==> src/rtl/reader_pie_tx.sv <==
// Purpose: reader-side Gen2 PIE transmitter (delimiter, data-0, RTcal, optional TRcal, data bits).
// Latency: o_pie goes low the cycle after an accepted i_start; all outputs are registered.
// Backpressure: one-bit buffer fed by valid/ready; an empty buffer at a data symbol boundary aborts the frame.
module reader_pie_tx #(
    parameter int TARI  = 16,
    parameter int DATA1 = 28,
    parameter int PW    = 8,
    parameter int DELIM = 20,
    parameter int TRCAL = 64,
    parameter int CNT_W = 10
) (
    input  logic       clk,
    input  logic       rst,
    input  logic       i_start,
    input  logic       i_preamble,
    input  logic [7:0] i_len,
    input  logic       i_bit_valid,
    input  logic       i_bit,
    output logic       o_bit_ready,
    output logic       o_pie,
    output logic       o_busy,
    output logic       o_done,
    output logic       o_underrun
);

    typedef enum logic [2:0] {
        S_IDLE,
        S_DELIM,
        S_D0,
        S_RTCAL,
        S_TRCAL,
        S_BITS
    } state_t;

    localparam logic [CNT_W-1:0] LEN_DELIM = CNT_W'(DELIM);
    localparam logic [CNT_W-1:0] LEN_D0    = CNT_W'(TARI);
    localparam logic [CNT_W-1:0] LEN_D1    = CNT_W'(DATA1);
    localparam logic [CNT_W-1:0] LEN_RTCAL = CNT_W'(TARI + DATA1);
    localparam logic [CNT_W-1:0] LEN_TRCAL = CNT_W'(TRCAL);
    localparam logic [CNT_W-1:0] LEN_PW    = CNT_W'(PW);
    localparam logic [CNT_W-1:0] CNT_ONE   = CNT_W'(1);

    state_t           state_q, state_d;
    logic [CNT_W-1:0] cnt_q, cnt_d;
    logic [7:0]       len_q, len_d;
    logic [7:0]       sent_q, sent_d;
    logic [7:0]       fetched_q, fetched_d;
    logic             pre_q, pre_d;
    logic             buf_full_q, buf_full_d;
    logic             buf_q, buf_d;
    logic             pie_q, pie_d;
    logic             busy_q, busy_d;
    logic             done_q, done_d;
    logic             under_q, under_d;
    logic             rdy_q, rdy_d;

    logic             xfer;
    logic             avail;
    logic             nxt_bit;
    logic             enter_bits;

    always_ff @(posedge clk) begin
        if (rst) begin
            state_q    <= S_IDLE;
            cnt_q      <= '0;
            len_q      <= '0;
            sent_q     <= '0;
            fetched_q  <= '0;
            pre_q      <= 1'b0;
            buf_full_q <= 1'b0;
            buf_q      <= 1'b0;
            pie_q      <= 1'b1;
            busy_q     <= 1'b0;
            done_q     <= 1'b0;
            under_q    <= 1'b0;
            rdy_q      <= 1'b0;
        end else begin
            state_q    <= state_d;
            cnt_q      <= cnt_d;
            len_q      <= len_d;
            sent_q     <= sent_d;
            fetched_q  <= fetched_d;
            pre_q      <= pre_d;
            buf_full_q <= buf_full_d;
            buf_q      <= buf_d;
            pie_q      <= pie_d;
            busy_q     <= busy_d;
            done_q     <= done_d;
            under_q    <= under_d;
            rdy_q      <= rdy_d;
        end
    end

    // A bit accepted on a symbol-boundary edge is forwarded straight into that symbol.
    assign xfer    = i_bit_valid & rdy_q;
    assign avail   = buf_full_q | xfer;
    assign nxt_bit = buf_full_q ? buf_q : i_bit;

    always_comb begin
        state_d    = state_q;
        cnt_d      = cnt_q;
        len_d      = len_q;
        sent_d     = sent_q;
        fetched_d  = fetched_q;
        pre_d      = pre_q;
        buf_full_d = buf_full_q;
        buf_d      = buf_q;
        busy_d     = busy_q;
        done_d     = 1'b0;
        under_d    = 1'b0;
        enter_bits = 1'b0;

        if (xfer) begin
            buf_full_d = 1'b1;
            buf_d      = i_bit;
            fetched_d  = fetched_q + 8'd1;
        end

        if (state_q == S_IDLE) begin
            // The done cycle is a dead cycle for i_start.
            if (i_start && !done_q) begin
                state_d    = S_DELIM;
                cnt_d      = LEN_DELIM;
                len_d      = i_len;
                pre_d      = i_preamble;
                sent_d     = '0;
                fetched_d  = '0;
                buf_full_d = 1'b0;
                busy_d     = 1'b1;
            end
        end else if (cnt_q != CNT_ONE) begin
            cnt_d = cnt_q - CNT_ONE;
        end else begin
            unique case (state_q)
                S_DELIM: begin
                    state_d = S_D0;
                    cnt_d   = LEN_D0;
                end
                S_D0: begin
                    state_d = S_RTCAL;
                    cnt_d   = LEN_RTCAL;
                end
                S_RTCAL: begin
                    if (pre_q) begin
                        state_d = S_TRCAL;
                        cnt_d   = LEN_TRCAL;
                    end else begin
                        enter_bits = 1'b1;
                    end
                end
                default: enter_bits = 1'b1;
            endcase
        end

        if (enter_bits) begin
            if (sent_q == len_q) begin
                state_d = S_IDLE;
                busy_d  = 1'b0;
                done_d  = 1'b1;
            end else if (avail) begin
                state_d    = S_BITS;
                cnt_d      = nxt_bit ? LEN_D1 : LEN_D0;
                sent_d     = sent_q + 8'd1;
                buf_full_d = 1'b0;
            end else begin
                state_d = S_IDLE;
                busy_d  = 1'b0;
                under_d = 1'b1;
            end
        end

        // Symbols count down L..1; the last PW counts are the low pulse.
        if (state_d == S_IDLE) begin
            pie_d = 1'b1;
        end else if (state_d == S_DELIM) begin
            pie_d = 1'b0;
        end else begin
            pie_d = (cnt_d > LEN_PW);
        end

        rdy_d = busy_d & ~buf_full_d & (fetched_d < len_d);
    end

    assign o_bit_ready = rdy_q;
    assign o_pie       = pie_q;
    assign o_busy      = busy_q;
    assign o_done      = done_q;
    assign o_underrun  = under_q;

endmodule

==> config.mk <==
export PLATFORM = sky130hd
export DESIGN_NAME = reader_pie_tx
export DESIGN_NICKNAME = d
export VERILOG_FILES = /design/src/rtl/reader_pie_tx.sv
export SDC_FILE = /design/constraint.sdc
export NUM_CORES = 1
export LEC_CHECK = 0
export ABC_AREA = 1
export CORE_AREA = 5 5 101 103
export CTS_CLUSTER_SIZE = 40
export DETAILED_ROUTE_END_ITERATION = 8
export DIE_AREA = 0 0 106 108
export GPL_TIMING_DRIVEN = 0
export HOLD_SLACK_MARGIN = 0.03
export PLACE_DENSITY = 0.5
export SLEW_MARGIN = 10
export SYNTH_ARGS = -nofsm -noshare
export SYNTH_HDL_FRONTEND = slang
export SYNTH_SLANG_ARGS = --single-unit
export TNS_END_PERCENT = 5
==> constraint.sdc <==
create_clock -name clk -period 3.1 [get_ports clk]
set_input_delay 0.62 -clock clk [delete_from_list [all_inputs] [get_ports clk]]
set_output_delay 0.62 -clock clk [all_outputs]
set_load 0.02 [all_outputs]
# After elaboration in Yosys (flattened, before gate mapping)
# Cells that the tools add are included.
op_classes:
  n_lt_le_gt_ge: 2
  reduce_logical: 9
  add_sub_neg: 3
  n_eq_ne: 6
  n_bitwise: 6
  mux: 46
ops:
  columns: ["operator", "n"]
  rows:
  - ["$mux W8", 10]
  - ["$mux W10", 7]
  - ["$pmux W10 S3", 1]
  - ["$mux W3", 7]
  - ["$mux W1", 18]
  - ["$add A8 B1 Y8 const B", 2]
  - ["$gt A10 B4 Y1 const B", 1]
  - ["$ne A10 B1 Y1 const B", 1]
  - ["$sub A10 B1 Y10 const B", 1]
  - ["$pmux W3 S3", 1]
  - ["$eq A8 B8 Y1", 1]
  - ["$lt A8 B8 Y1", 1]
  - ["$eq A3 B1 Y1 const B", 2]
  - ["$eq A3 B2 Y1 const B", 2]
  - ["$logic_not A3 Y1", 2]
  - ["$reduce_or A2 Y1", 3]
  - ["$mux W4", 1]
  - ["$and A1 B1 Y1", 3]
  - ["$reduce_or A3 Y1", 1]
  - ["$not A1 Y1", 2]
  - ["$pmux W1 S2", 1]
  - ["$reduce_and A2 Y1", 1]
  - ["$logic_and A1 B1 Y1", 1]
  - ["$logic_not A1 Y1", 1]
  - ["$or A1 B1 Y1", 1]
word_totals:
  register_bits: 45
  output_inout_bits: 5
  word_cells: 85

# Depth between registers and ports, before layout
# Gate-level depths: netlist (run 1).
depth:
  word_depth: 10
  ltp_mapped: 16
  ltp_nobuf: 15

# Worst setup path before layout (run 1)
# No wires, ideal clock.
synth_timing:
  kind: "input to register"
  startpoint: "input port i_bit_valid"
  endpoint: "register rdy_q (netlist: o_bit_ready)"
  setup_time_ns: 0.064
  t_arrival_ns: 2.357
  slack_ns: 0.679
  path_stages: 13
  required_ns: 3.036
  cell_sequence: "nand2_1 nor3b_1 nand2_1 nor2_1 nand2_1 xor2_1 nor2_1 ha_1 nand2_1 nor2_1 a211oi_1 nand3_1 nor2_1"
synth_rtl:
  columns: ["item", "line", "text"]
  rows:
  - ["start: declaration", "17", "input logic i_bit_valid,"]
  - ["$and A1 B1 Y1 *", "95", "assign xfer = i_bit_valid & rdy_q;"]
  - ["$mux W8 *", "113", "if (xfer) begin"]
  - ["$mux W8", "121", "if (i_start && !done_q) begin"]
  - ["$mux W8 *", "119", "if (state_q == S_IDLE) begin"]
  - ["via fetched_d[7]", "47", "logic [7:0] fetched_q, fetched_d;"]
  - ["$lt A8 B8 Y1 *", "181", "rdy_d = busy_d & ~buf_full_d & (fetched_d < len_d);"]
  - ["$and A1 B1 Y1 *", "181", null]
  - ["end signal: assignment", "90", "rdy_q <= rdy_d;"]
  - ["end: declaration", "55", "logic rdy_q, rdy_d;"]
# Mark *: on every way through the listed nets, which the timed path passes. The rest lies on a longest branch.
# A chain may end at the register's enable or synchronous reset.

# Worst setup path after layout (run 1)
layout_timing:
  startpoint: "input port i_start"
  endpoint: "register rdy_q (netlist: o_bit_ready)"
layout_between:
  elab_chain_len: 9
layout_lines:
  columns: ["item", "line", "text"]
  rows:
  - ["start: declaration", "14", "input logic i_start,"]
  - ["$logic_and A1 B1 Y1 *", "121", null]
  - ["parallel branches: the longest is 7 deep, another holds $lt A8 B8 Y1", null, null]
  - ["$and A1 B1 Y1 *", "181", null]
# Mark *: on every way between the ends.

==> results of run 1 <==
-- power by group through the flow --
stage,Combinational (uW),Sequential [uW],Clock (uW)
after global routing,534,663,446
after floorplan,349,667,0
final,470,656,406
after CTS,476,656,427
after global placement,472,670,0
after detailed placement,473,669,0
-- synthesized netlist by cell type (6+ instances only) --
| cell | n | area share (%) |
|---|---|---|
| nor3_1 | 17 | 3.1 |
| xnor2_1 | 7 | 2.3 |
| nand3_1 | 18 | 3.3 |
| xor2_1 | 6 | 1.9 |
| mux2i_1 | 7 | 2.6 |
| o21ai_0 | 20 | 3.7 |
| dfxtp_1 | 45 | 33 |
| ha_1 | 11 | 5.1 |
| inv_1 | 42 | 5.8 |
| a21oi_1 | 17 | 3.1 |
| nor2_1 | 61 | 8.5 |
| nand2_1 | 88 | 12 |
-- metrics by stage --
stage	instances	TNS, ns	utilization, %	instance area, sq um
after global routing	526	0	34.4	3130
after global placement	518	-0.120	33.2	3020
final	526	0	34.4	3130
after floorplan	389	0	-	2700
after detailed placement	518	-0.139	33.2	3020
after CTS	526	0	34.3	3120
-- worst max-delay path, cell delays in order --
cell and delay, ns:
clkdlybuf4s50_1 0.45, inv_1 0.04, nor2_1 0.29, nand2_4 0.18, buf_2 0.25, o21ai_0 0.26, ha_1 0.29, a21oi_1 0.16
nor2_1 0.05, a211oi_1 0.18, nand3_1 0.11, nor2_1 0.13
-- what timing repair did --
action,CTS,global route
hold endpoints to repair,0,0
setup endpoints to repair,0,1
resized for setup,0,2
hold buffers,0,0
-- layout make-up --
class / count / area (sq um)
timing repair buffer: 18 / 180
clock buffer: 7 / 96.3
sequential: 45 / 901
multi-input combinational: 292 / 1600
inverter: 45 / 171
clock inverter: 1 / 5.00
buffer: 7 / 36.3
fill: 1000 / 5980
tap: 111 / 139
-- worst max-delay path by stage --
stage	start	end	slack, ns	cells after the start
finish	i_start	o_bit_ready	0.33	12
detailed placement	i_bit_valid	o_bit_ready	-0.14	14
floorplan	i_bit_valid	o_bit_ready	0.68	13
global route	i_bit_valid	o_bit_ready	0.03	14
global placement	i_bit_valid	o_bit_ready	-0.12	14
CTS	i_bit_valid	o_bit_ready	0.18	14
-- logic make-up after synthesis --
| group | count (synthesis) | synth area share (%) |
|---|---|---|
| buffers and inverters | 52 | 7.69 |
| DFF | 45 | 33.3 |
| and+or+nand+nor | 212 | 36.6 |
| muxes | 8 | 3.01 |
| xor gates and xnor gates | 13 | 4.21 |
| adders and majority gates | 11 | 5.09 |
| AOI/OAI and AO/OA | 48 | 10.1 |
-- state kept, by name, summed over array words and instances (netlist names) --
signal,flops
state_q,3
buf_q,1
o_pie,1
o_done,1
o_bit_ready,1
sent_q,8
buf_full_q,1
len_q,8
cnt_q,10
fetched_q,8
o_busy,1
o_underrun,1
pre_q,1
-- metal layers --
layer,part of all wire (%),wire length [um],global-route usage [%],up-vias
li1,-,-,-,1313
met1,48,3180,14.9,1110
met2,48,3180,20.9,42
met3,2.2,149,1.91,12
met4,2.0,131,4.26,0
met5,0,0,0,-
==> metrics.txt, run 1 <==
CP required=between 3 and 4 ns; DIE WIDTH=106 um; clk root buf=clkbuf_8; global-route wire length before repair=11100 um; Max transition margin=between 60 and 70%; initial core utilization=29.7%; worst min path class=reg -> reg; Hold Path End=buf_q; 1st-iter DRT viols=82; DR vias=2477; Max IR drop VDD=0.183 mV; Hold Worst Slack=0.473 ns; outcome=finished, final reports clean; logic gate share of total power=a little over 30%; area delta synth->final=15.8%; number of port buffers=18; Syn. warnings=0; Post-CTS Setup Repair Bufs=0; r2r startpoint=state_q[1]; chip height=~110 um; synthesized area per cell=6.94 sq um; TritonCTS clock tree=built; Antenna Cells=0; Nets=approximately 440; Max H-tree Level=2; max_cap viols=0; Primary FF master, synth=dfxtp_1; Cell Pwr Density=roughly 490 nW/um^2; gpl congestion=0.783; Setup Skew=around 0.0024 ns; total core area=9110 sq um; clock slew seen by the registers of the worst setup and hold paths=around 0.080 ns; total power=1530 uW; critical path arrival=between 3 and 4 ns; max-slew violation count=0; Detailed Place HPWL=between 5000 and 6000 um; kind of critical path=in -> reg; RSZ-0062 raised after global routing=no; Yosys reg bits=between 40 and 50; final setup margin=approximately 0.33 ns; Initial DRT Pass Iterations=5; crit end category=flop; worst r2r dst=o_bit_ready; min Tclk post-route=between 2 and 3 ns; final setup vio count=0; post-synthesis sequential area ratio=about a third; Hold Violations, Final=0; commonest cells after routing, fill and taps aside=87 x nand2_1, 61 x nor2_1, 45 x dfxtp_1, 42 x inv_1, 20 x o21ai_0; period utilization=89.5%; Highest Clock Rate=~0.36 GHz; commonest non-fill, non-tap cell in the layout=nand2_1; Clock power frac=26.5%; sw frac=between 30% and 40%; number of global-route vias before repair=~2400; Leak=approximately 0.0014 uW; CP Max Fanout=10; Place WS=-0.139 ns; Post-Syn Nets=414; die area=~11000 sq um; wire length after detailed routing=between 6000 and 7000 um; largest net degree at the start of global routing=14; clock tree buffer depth=2; Gate Count Post-Synth=389; worst hold path startpoint=buf_q; FP Rows=35; total grt overflow=0; WL per Instance=~13 um; TritonCTS Buffers=5; CTS sink cnt=between 40 and 50; post-synthesis cell type count=38; register share of total power=a little over two fifths; Ports=19; layout cell share with drive strength beyond 1=under 10%; cell-internal power=between 900 and 1000 uW; Antenna Nets Post-Route=0; async set-or-reset flop fraction in the synthesized netlist=0%; Post-synth EDFFs=0; Synth Cell Area=between 2000 and 3000 sq um; Hold Path Stages=2; switching pwr=538 uW; GRT Total Usage=between 10% and 20%; Startpoint Class=primary input; Worst-Skew Late Latency=0.30 ns; measured slew at the worst slew-check pin=0.565 ns; antenna violations before repair=0; vias per cell=4.71; DRC=0; reg2reg setup slack=approximately 0.61 ns; Worst Reg-to-Reg Cells=12
Note: power is estimated with default switching activity, not from simulation.
==> run 2, diff against run 1 <==
--- a/config.mk
+++ b/config.mk
@@ -6,10 +6,10 @@
 export NUM_CORES = 1
 export LEC_CHECK = 0
 export ABC_AREA = 1
-export CORE_AREA = 5 5 101 103
+export CORE_AREA = 2 2 98 100
 export CTS_CLUSTER_SIZE = 40
 export DETAILED_ROUTE_END_ITERATION = 8
-export DIE_AREA = 0 0 106 108
+export DIE_AREA = 0 0 100 102
 export GPL_TIMING_DRIVEN = 0
 export HOLD_SLACK_MARGIN = 0.03
 export PLACE_DENSITY = 0.5
==> run 2 against run 1 <==
- first-iteration DRC count up 12%
- largest power group unchanged
- critical path type unchanged
- sequential power about the same
- register-to-register slack barely moved
==> metrics.txt, run 2 (synthesis gave the netlist of run 1 again) <==
outcome=finished, final reports clean; Max H-tree Level=2 (unchanged); clock slew seen by the registers of the worst setup and hold paths=0.09 ns (about the same); max-slew violation count=0 (unchanged); antenna violations before repair=0 (unchanged); critical path arrival=3.02 ns (about the same); Highest Clock Rate=0.360 GHz (-0.27%); worst min path class=reg -> reg; number of global-route vias before repair=2390 (-0.91%); Worst path most repeated cell=nor2_1; crit end category=flop; min Tclk post-route=2.78 ns (+0.00750 ns); initial core utilization=29.7% (unchanged); register area=901 sq um (unchanged); Startpoint Class=primary input; DR vias=2435 (-1.7%); kind of critical path=in -> reg; die area=10200 sq um (-11%); crit-path cells=clkdlybuf4s50_1 -> inv_1 -> nor2_1 -> nand2_4 -> buf_2 -> o21ai_0 -> ha_1 -> a21oi_1 -> nor2_1 -> a211oi_1 -> nand3_1 -> nor2_1; critical path's slowest cell=clkdlybuf4s50_1; layout cell share with drive strength beyond 1=8.43% (-0.48 points); number of port buffers=18 (unchanged); WP buf/inv=3 (unchanged); measured slew at the worst slew-check pin=0.534 ns (-0.0312 ns); WL per Instance=12.4 um (-1.7%); total core area=9110 sq um (unchanged); Worst-Skew Late Latency=0.30 ns (about the same); clk root buf=clkbuf_8; Crit path largest cell delay=0.46 ns (about the same); period utilization=89.7% (+0.24 points); FP Rows=35 (unchanged); Nets=439 (unchanged); Detailed Place HPWL=5120 um (-1.4%); vias per cell=4.63 (-1.7%); max reg flops=10 (unchanged); final-layout fill cell count=1010 (+1.0%); total grt overflow=0 (unchanged); Final TNS setup=0 ns (unchanged); Setup Skew=0.00537 ns (+0.00301 ns); Antenna Nets Post-Route=0 (unchanged); cell family with most CP delay=simple AND/OR/NAND/NOR gates; final setup margin=0.319 ns (-0.00750 ns); CTS sink cnt=45 (unchanged); DIE WIDTH=100 um (-5.7%); area taken by multi-input logic gates=1600 sq um (-0.16%); wire length after detailed routing=6530 um (-1.7%); Place WS=-0.141 ns (-0.00252 ns); global-route wire length before repair=11100 um (-0.49%); largest reg by FF count=cnt_q; TritonCTS Buffers=5 (unchanged); Initial DRT Pass Iterations=4 (-1); largest net degree at the start of global routing=14 (unchanged); Post-CTS Setup Repair Bufs=0 (unchanged); RSZ-0062 raised after global routing=no; TritonCTS clock tree=built; area delta synth->final=15.1%; Antenna Cells=0 (unchanged); commonest cells after routing, fill and taps aside=88 x nand2_1, 61 x nor2_1, 45 x dfxtp_1, 42 x inv_1, 20 x o21ai_0; DRC=0 (unchanged); final setup vio count=0 (unchanged); GRT Total Usage=13.6% (+1.7 points); gpl congestion=0.807 (+3.1%); clock tree buffer depth=2 (unchanged); max_cap viols=0 (unchanged); Ports=19 (unchanged); Max IR drop VDD=0.277 mV (+52%); CP Max Fanout=10 (unchanged); chip height=102 um (-5.6%); Max transition margin=64.4% (+2.1 points); 1st-iter DRT viols=92 (+12%); CP required=3.34 ns (about the same); commonest non-fill, non-tap cell in the layout=nand2_1; cts-stage hold buffer count=0 (unchanged); Hold Violations, Final=0 (unchanged); Leak=0.00137 uW (-0.71%); Cell Pwr Density=478 nW/um^2 (-2.3%); CTS resizes=0 (unchanged)
## run 2: power by group
group	leakage, uW	switching, uW	internal, uW	total, uW
Clock	0.0000450	206	157	363
Sequential	0.000367	39.4	617	656
Combinational	0.000960	293	174	467
Total	0.00137	538	948	1490
## run 2: area by class of cell
cell class,instances,share of cell area (%)
multi-input combinational,292,51.4
sequential,45,29.0
timing repair buffer,18,5.80
inverter,45,5.52
tap,111,4.47
clock buffer,6,2.33
buffer,7,1.17
clock inverter,2,0.322
## run 2: worst min-delay path, cell delays in order, from the launching register on
cell and delay, ns:
dfxtp_1 0.32, nand2_1 0.06, a21oi_1 0.06
## run 2: metal layers
metal	vias up	part of all wire (%)	track usage [%]
met5	-	0	0
met4	0	1.1	3.37
met3	6	2.1	2.53
met2	26	49	24.3
met1	1097	48	17.1
li1	1306	-	-
## run 2: final timing paths
| check | startpoint | endpoint | slack [ns] | cells after the start |
|---|---|---|---|---|
| min reg2reg | buf_q | buf_q | 0.48 | 2 |
| min | buf_q | buf_q | 0.48 | 2 |
| max | i_start | o_bit_ready | 0.32 | 12 |
| max reg2reg | state_q[1] | o_bit_ready | 0.61 | 12 |
## run 2: through the flow
stage	area [sq um]	util, %	cells	total power [uW]	hold WS (ns)
after floorplan	2700	-	389	1020	0.442
after global placement	3020	33.2	518	1140	0.450
after detailed placement	3020	33.2	518	1140	0.463
after CTS	3100	34.1	526	1510	0.475
after global routing	3110	34.1	526	1600	0.507
final	3110	34.1	526	1490	0.480
==> run 3, diff against run 2 <==
--- a/config.mk
+++ b/config.mk
@@ -5,11 +5,10 @@
 export SDC_FILE = /design/constraint.sdc
 export NUM_CORES = 1
 export LEC_CHECK = 0
-export ABC_AREA = 1
-export CORE_AREA = 2 2 98 100
+export CORE_AREA = 2 2 96 98
 export CTS_CLUSTER_SIZE = 40
 export DETAILED_ROUTE_END_ITERATION = 8
-export DIE_AREA = 0 0 100 102
+export DIE_AREA = 0 0 98 100
 export GPL_TIMING_DRIVEN = 0
 export HOLD_SLACK_MARGIN = 0.03
 export PLACE_DENSITY = 0.5
==> run 3 against run 2 <==
- fmax decreased by 1.9%
- global-route usage decreased by 0.88 points
- utilization decreased by 0.82 points
- synthesized cell count decreased by 24%
- worst setup slack got worse by 0.055 ns
- non-clock buffer count increased by 7
- clock-buffer cell count decreased by 1
- critical path type is now reg -> reg
==> metrics.txt, run 3 <==
Yosys reg bits=45 (unchanged); Initial DRT Pass Iterations=4 (unchanged); post-synth top area share=35.3% (+2.0 points); Post-Syn Nets=321 (-22%); gpl congestion=0.769 (-4.8%); count leader, synth=dfxtp_1; clock tree buffer depth=2 (unchanged); vias per cell=5.03 (+8.6%); main combinational cell family by area after synthesis=simple AND/OR/NAND/NOR gates; clk root buf=clkbuf_8; critical path's slowest cell=or3_1; critical path arrival=3.09 ns (+0.07 ns); leading area contributor after synthesis=dfxtp_1; multiplexer share of the synthesized area=3.53% (+0.52 points); initial core utilization=28.7% (-0.96 points); Post-synth EDFFs=0 (unchanged); final setup vio count=0 (unchanged); CTS sink cnt=45 (unchanged); kind of critical path=reg -> reg; CP Max Fanout=10 (unchanged); Synth Area in XOR/XNOR=6.52% (+2.3 points); layout cell share with drive strength beyond 1=11.6% (+3.1 points); Antenna Cells=0 (unchanged); die area=9800 sq um (-3.9%); Max H-tree Level=2 (unchanged); DR vias=2166 (-11%); Finished Core Util=33.3% (-0.82 points); post-synthesis sequential area ratio=35.3% (+2.0 points); chip height=100 um (-2.0%); TritonCTS clock tree=built; Startpoint Class=flop; max_cap viols=0 (unchanged); Placement Cell Area=2860 sq um (-5.3%); Commonest cells post-synth=45 x dfxtp_1, 34 x nor2_1, 24 x nand2_1; Setup Skew=0.00557 ns (+0.000203 ns); Final TNS setup=0 ns (unchanged); period utilization=91.5% (+1.8 points); GRT Total Usage=12.8% (-0.88 points); outcome=finished, final reports clean; commonest non-fill, non-tap cell in the layout=dfxtp_1; total grt overflow=0 (unchanged); Area contributors post-synth=dfxtp_1 35%, xor2_1 5.5%, ha_1 5.4%; simple-gate area share of the yosys netlist=29.4% (-7.2 points); 1st-iter DRT viols=36 (-61%); crit end category=flop; Hold Violations, Final=0 (unchanged); commonest cells after routing, fill and taps aside=45 x dfxtp_1, 34 x nor2_1, 24 x nand2_1, 20 x a21oi_1, 17 x clkdlybuf4s50_1; synthesized area per cell=8.62 sq um (+24%); DIE WIDTH=98 um (-2.0%); measured slew at the worst slew-check pin=0.602 ns (+0.0676 ns); Place WS=-0.224 ns (-0.0831 ns); Nets=344 (-22%); TritonCTS Buffers=5 (unchanged); worst min path class=reg -> reg; FP Rows=35 (unchanged); Compound-Gate Fraction of Synth Area=15.3% (+5.2 points); Ports=19 (unchanged); Cell Pwr Density=794 nW/um^2 (+66%); Worst-Skew Late Latency=0.30 ns (about the same); Max IR drop VDD=0.187 mV (-33%); area taken by multi-input logic gates=1540 sq um (-3.8%); Hold Worst Slack=0.468 ns (-0.0120 ns); post-synthesis cell type count=57 (+50%); clock slew seen by the registers of the worst setup and hold paths=0.10 ns (about the same); largest net degree at the start of global routing=16 (+2); register area=901 sq um (unchanged); CP required=3.36 ns (+0.02 ns); crit-path cells=buf_4 -> or3_1 -> buf_4 -> nor2_4 -> buf_6 -> clkbuf_4 -> nor2_1 -> ha_1 -> a21oi_1 -> nor2b_1 -> o21ai_0 -> nand2b_1 -> a21oi_1 -> o2111a_1; Detailed Place HPWL=4670 um (-8.8%); max reg flops=10 (unchanged); Highest Clock Rate=0.353 GHz (-1.9%); number of port buffers=17 (-1); number of global-route vias before repair=2113 (-12%); WL per Instance=14.3 um (+16%); cell area after layout=2960 sq um (-4.8%); Synth Cell Area=2550 sq um (-5.6%); final setup margin=0.265 ns (-0.0547 ns); Syn. warnings=0 (unchanged); cell count along the critical path=14 (+2); global-route wire length before repair=10100 um (-8.5%); wire length after detailed routing=6180 um (-5.3%); WP buf/inv=4 (+1); area delta synth->final=16.0%; Crit path largest cell delay=0.35 ns (-0.11 ns); async set-or-reset flop fraction in the synthesized netlist=0% (unchanged); final-layout fill cell count=930 (-7.9%); largest reg by FF count=cnt_q; DRC=0 (unchanged); Max transition margin=59.3% (-5.1 points); antenna violations before repair=0 (unchanged); Primary FF master, synth=dfxtp_1; min Tclk post-route=2.84 ns (+0.0547 ns); cell family with most CP delay=buffers and inverters; total core area=8890 sq um (-2.4%); RSZ-0062 raised after global routing=no; Leak=0.00116 uW (-15%); max-slew violation count=0 (unchanged); Antenna Nets Post-Route=0 (unchanged); Worst Reg-to-Reg Cells=14 (+2); Post-Synth Adder-Cell Area=5.39% (+0.30 points); Gate Count Post-Synth=296 (-24%); Hold Path Stages=2 (unchanged)
[run 3: tightest hold or removal path, stage by stage (launching register included)]
cell and delay, ns:
dfxtp_1 0.32, nand2_1 0.05, a21oi_1 0.05
[run 3: layout make-up]
cell class                      instances  share of cell area [%]
Buffer                                 15                    3.51
Clock buffer                            5                    2.32
Clock inverter                          3                   0.719
Inverter                                5                   0.634
Multi-Input combinational cell        230                    51.9
Sequential cell                        45                    30.4
Tap cell                              111                    4.69
Timing Repair Buffer                   17                    5.75
[run 3: timing repair]
item / in CTS / in global routing
gates resized for setup: 1 / 3
hold buffers: 0 / 0
setup buffers: 0 / 0
endpoints found under the setup margin: 1 / 1
hold endpoints to repair: 0 / 0
[run 3: kinds of logic (layout without fill, tap and decap cells)]
kind of cell | after synthesis | after routing
buffers and inverters | 21 | 45
adder cells (fa/ha/maj) | 11 | 11
AO/OA/AOI/OAI | 58 | 58
flip-flops | 45 | 45
XOR/XNOR | 19 | 19
multiplexers | 9 | 9
AND/OR/NAND/NOR | 133 | 133
[run 3: per-stage QoR]
stage                     std cells  total power, uW
final                           431             2350
after global routing            431             2540
after CTS                       432             2360
after detailed placement        424             1970
after global placement          424             1960
after floorplan                 296             1680
[run 3: path summary, 6_finish.rpt]
check / from / slack (ns) / endpoint
worst max-delay path: state_q[1] / 0.26 / o_bit_ready
worst min-delay path: buf_q / 0.47 / buf_q
worst max register to register: state_q[1] / 0.26 / o_bit_ready
worst min register to register: buf_q / 0.47 / buf_q
[run 3: report_power, final]
part / internal (uW) / leakage, uW / total [uW] / switching (uW)
Sequential: 681 / 0.000367 / 791 / 110
Clock: 160 / 0.0000445 / 383 / 222
Combinational: 496 / 0.000749 / 1180 / 681
Total: 1340 / 0.00116 / 2350 / 1010
[run 3: layer usage]
metal | track usage, % | routed length, um | up-vias
li1 | - | - | 1107
met1 | 16.6 | 3020 | 1028
met2 | 21.0 | 2930 | 27
met3 | 2.65 | 166 | 4
met4 | 4.81 | 59 | 0
met5 | 0 | 0 | -
==> RTL edit (flow settings as in run 3) <==
`CNT_W`: 10 -> 14.
--- a/src/rtl/reader_pie_tx.sv
+++ b/src/rtl/reader_pie_tx.sv
@@ -7,7 +7,7 @@
     parameter int PW    = 8,
     parameter int DELIM = 20,
     parameter int TRCAL = 64,
-    parameter int CNT_W = 10
+    parameter int CNT_W = 14
 ) (
     input  logic       clk,
     input  logic       rst,
Function: no difference found for any inputs over 10 cycles, from zero or initial values and one cycle with rst high; that may be too few to reach the edited logic, so the function may still have changed.
==> RTL edit against run 3 <==
Routed wire length increased by 22%; synthesized area increased by 8.7%; global-route usage increased by 3.2 points; cell area increased by 8.7%; final cell count increased by 10%; synthesized cell count increased by 15%; sequential cell count increased by 4; critical path depth decreased by 1; hold slack got worse by 1.5 ps; clock skew increased by 3.5 ps; worst setup slack got worse by 110 ps; non-clock buffer count increased by 6.
Power is not compared: it rests on default switching activity, and its combinational part moved more than twofold at a synthesized area within 25%.
==> RTL edit: results (changes against run 3) <==
| Metric | Value |
|---|---|
| Status | finished clean (unchanged) |
| IO buf count | 18 (was 17) |
| Max Root-Sink Buffers | 2 (unchanged) |
| Synth warnings | 0 (unchanged) |
| First-pass GRT wire length | 12600 µm (was 10100 µm) |
| Worst-path clk slew | 100 ps (about the same) |
| Post-synth EDFFs | 0 (unchanged) |
| Gpl congestion | 0.841 (was 0.769) |
| # diodes | 0 (unchanged) |
| Worst-Margin Slew | 818 ps (was 602 ps) |
| Biggest register | cnt_q (unchanged) |
| Top post-synthesis cells by count | dfxtp_1, nor2_1, a21oi_1 (was dfxtp_1, nor2_1, nand2_1) |
| Peak supply drop | around 160 µV |
| Final std cells w/o fill | 475 (was 431) |
| Gate count of the mapped netlist | 339 (was 296) |
| Register area share after synthesis | 0.354 (was 0.353) |
| Slowest cell on crit path | clkdlybuf4s50_1 (was or3_1) |
| Post-DR vias/cell | 5.35 (was 5.03) |
| Vias in the first global route | 2495 (was 2113) |
| CTS Buf Count | 5 (unchanged) |
| Antenna violations before repair | 0 (unchanged) |
| Synth unique cells | 53 (was 57) |
| Hold/Removal Path Class | reg -> reg (unchanged) |
| Setup WS pre-CTS | -639 ps (was -224 ps) |
| Dpl hpwl | 5630 µm (was 4670 µm) |
| Syn_nets | 364 (was 321) |
| Number of post-CTS setup repair buffers | 0 (unchanged) |
| Post-CTS sizing | 4 (was 1) |
| Insertion delay to the later sink of the worst-skew pair | between 300 and 400 ps |
| Pin count of the biggest net entering global routing | 16 (unchanged) |
| Synth async-reset ratio | 0 (unchanged) |
| Nets | 388 (was 344) |
| WS Path Type | in -> reg (was reg -> reg) |
| Switching power | between 500 and 600 µW |
| Max FFs per register | 14 (was 10) |
| Share of post-route cells with drive strength above 1 | 0.0879 (was 0.116) |
| Synth area leaders | dfxtp_1, nor2_1, ha_1 (was dfxtp_1, xor2_1, ha_1) |
| Maximum fanout along the worst path | 10 (unchanged) |
| First-pass DRT Iterations | 4 (unchanged) |
| WL final | 7520 µm (was 6180 µm) |
| Leak | ~0.0013 µW |
| Root Driver | clkbuf_8 (unchanged) |
| Setup Skew | 9.07 ps (was 5.57 ps) |
| Arr. time, crit path | 3180 ps (was 3090 ps) |
| CP max stage delay | 450 ps (was 350 ps) |
| Initial drt markers | 129 (was 36) |
| Synth Flop Type | dfxtp_1 (unchanged) |
| CTS HTree Levels | 2 (unchanged) |
| Dpl cells | 468 (was 424) |
| Overall Global Routing Usage | 0.159 (was 0.128) |
## RTL edit: cell count changes in the layout (fill, tap and decap cells not counted), moves of 4 or more
| cell | run 3 | this run |
|---|---|---|
| nor2_1 | 34 | 47 |
| xor2_1 | 16 | 12 |
| a21o_1 | 0 | 5 |
| a21oi_1 | 20 | 27 |
| dfxtp_1 | 45 | 49 |
| clkbuf_1 | 4 | 11 |
| nor3_1 | 16 | 20 |
| a211oi_1 | 3 | 7 |
## RTL edit: cell families after synthesis
| logic type | count (synthesis) | synth area share |
|---|---|---|
| buf+inv | 23 | 0.0383 |
| simple gates | 157 | 0.302 |
| xor+xnor | 16 | 0.0505 |
| flops | 49 | 0.354 |
| mux | 8 | 0.0289 |
| fa+ha+maj | 11 | 0.0496 |
| compound gates | 75 | 0.177 |
## RTL edit: worst max-delay path, delay by kind of cell
kind	cells	cell delay (ps)
buf+inv	4	1020
compound gates	5	790
simple gates	3	470
fa+ha+maj	1	290
## RTL edit: area by class of cell
| type | count | area, µm² |
|---|---|---|
| multi-input cells | 267 | 1700 |
| inverters | 2 | 7.51 |
| repair buffers | 18 | 180 |
| flip-flops and latches | 49 | 981 |
| plain buffers | 20 | 105 |
| well taps | 111 | 139 |
| clock inverters | 1 | 8.76 |
| fillers | 942 | 5670 |
| clock buffers | 7 | 96.3 |
## RTL edit: per-layer routing
layer / GRT usage / vias up / share of wire
li1: - / 1282 / -
met4: 0.0321 / 0 / 0.013
met2: 0.273 / 49 / 0.47
met3: 0.0306 / 9 / 0.036
met1: 0.210 / 1202 / 0.48
met5: 0 / - / 0
## RTL edit: worst paths after layout
| path | cells after the start | start | slack, ps | end |
|---|---|---|---|---|
| hold / removal | 2 | buf_q | 470 | buf_q |
| setup / recovery | 13 | i_start | 160 | o_bit_ready |
| hold reg to reg | 2 | buf_q | 470 | buf_q |
| setup reg to reg | 13 | state_q[0] | 330 | o_bit_ready |
## RTL edit: stage by stage
stage | hold slack [ps] | util | TNS, ps | instance area, µm²
finish | 466 | 0.362 | 0 | 3220
global route | 475 | 0.362 | 0 | 3220
CTS | 471 | 0.361 | 0 | 3210
detailed placement | 456 | 0.348 | -639 | 3090
global placement | 444 | 0.348 | -666 | 3090
floorplan | 437 | - | 0 | 2770
## RTL edit: power by group through the flow
stage | clock network [µW] | logic, µW | registers, µW
final | 441 | 398 | 700
after global routing | 483 | 446 | 706
after CTS | 459 | 396 | 699
after detailed placement | 0 | 390 | 714
after global placement | 0 | 391 | 713
after floorplan | 0 | 276 | 711
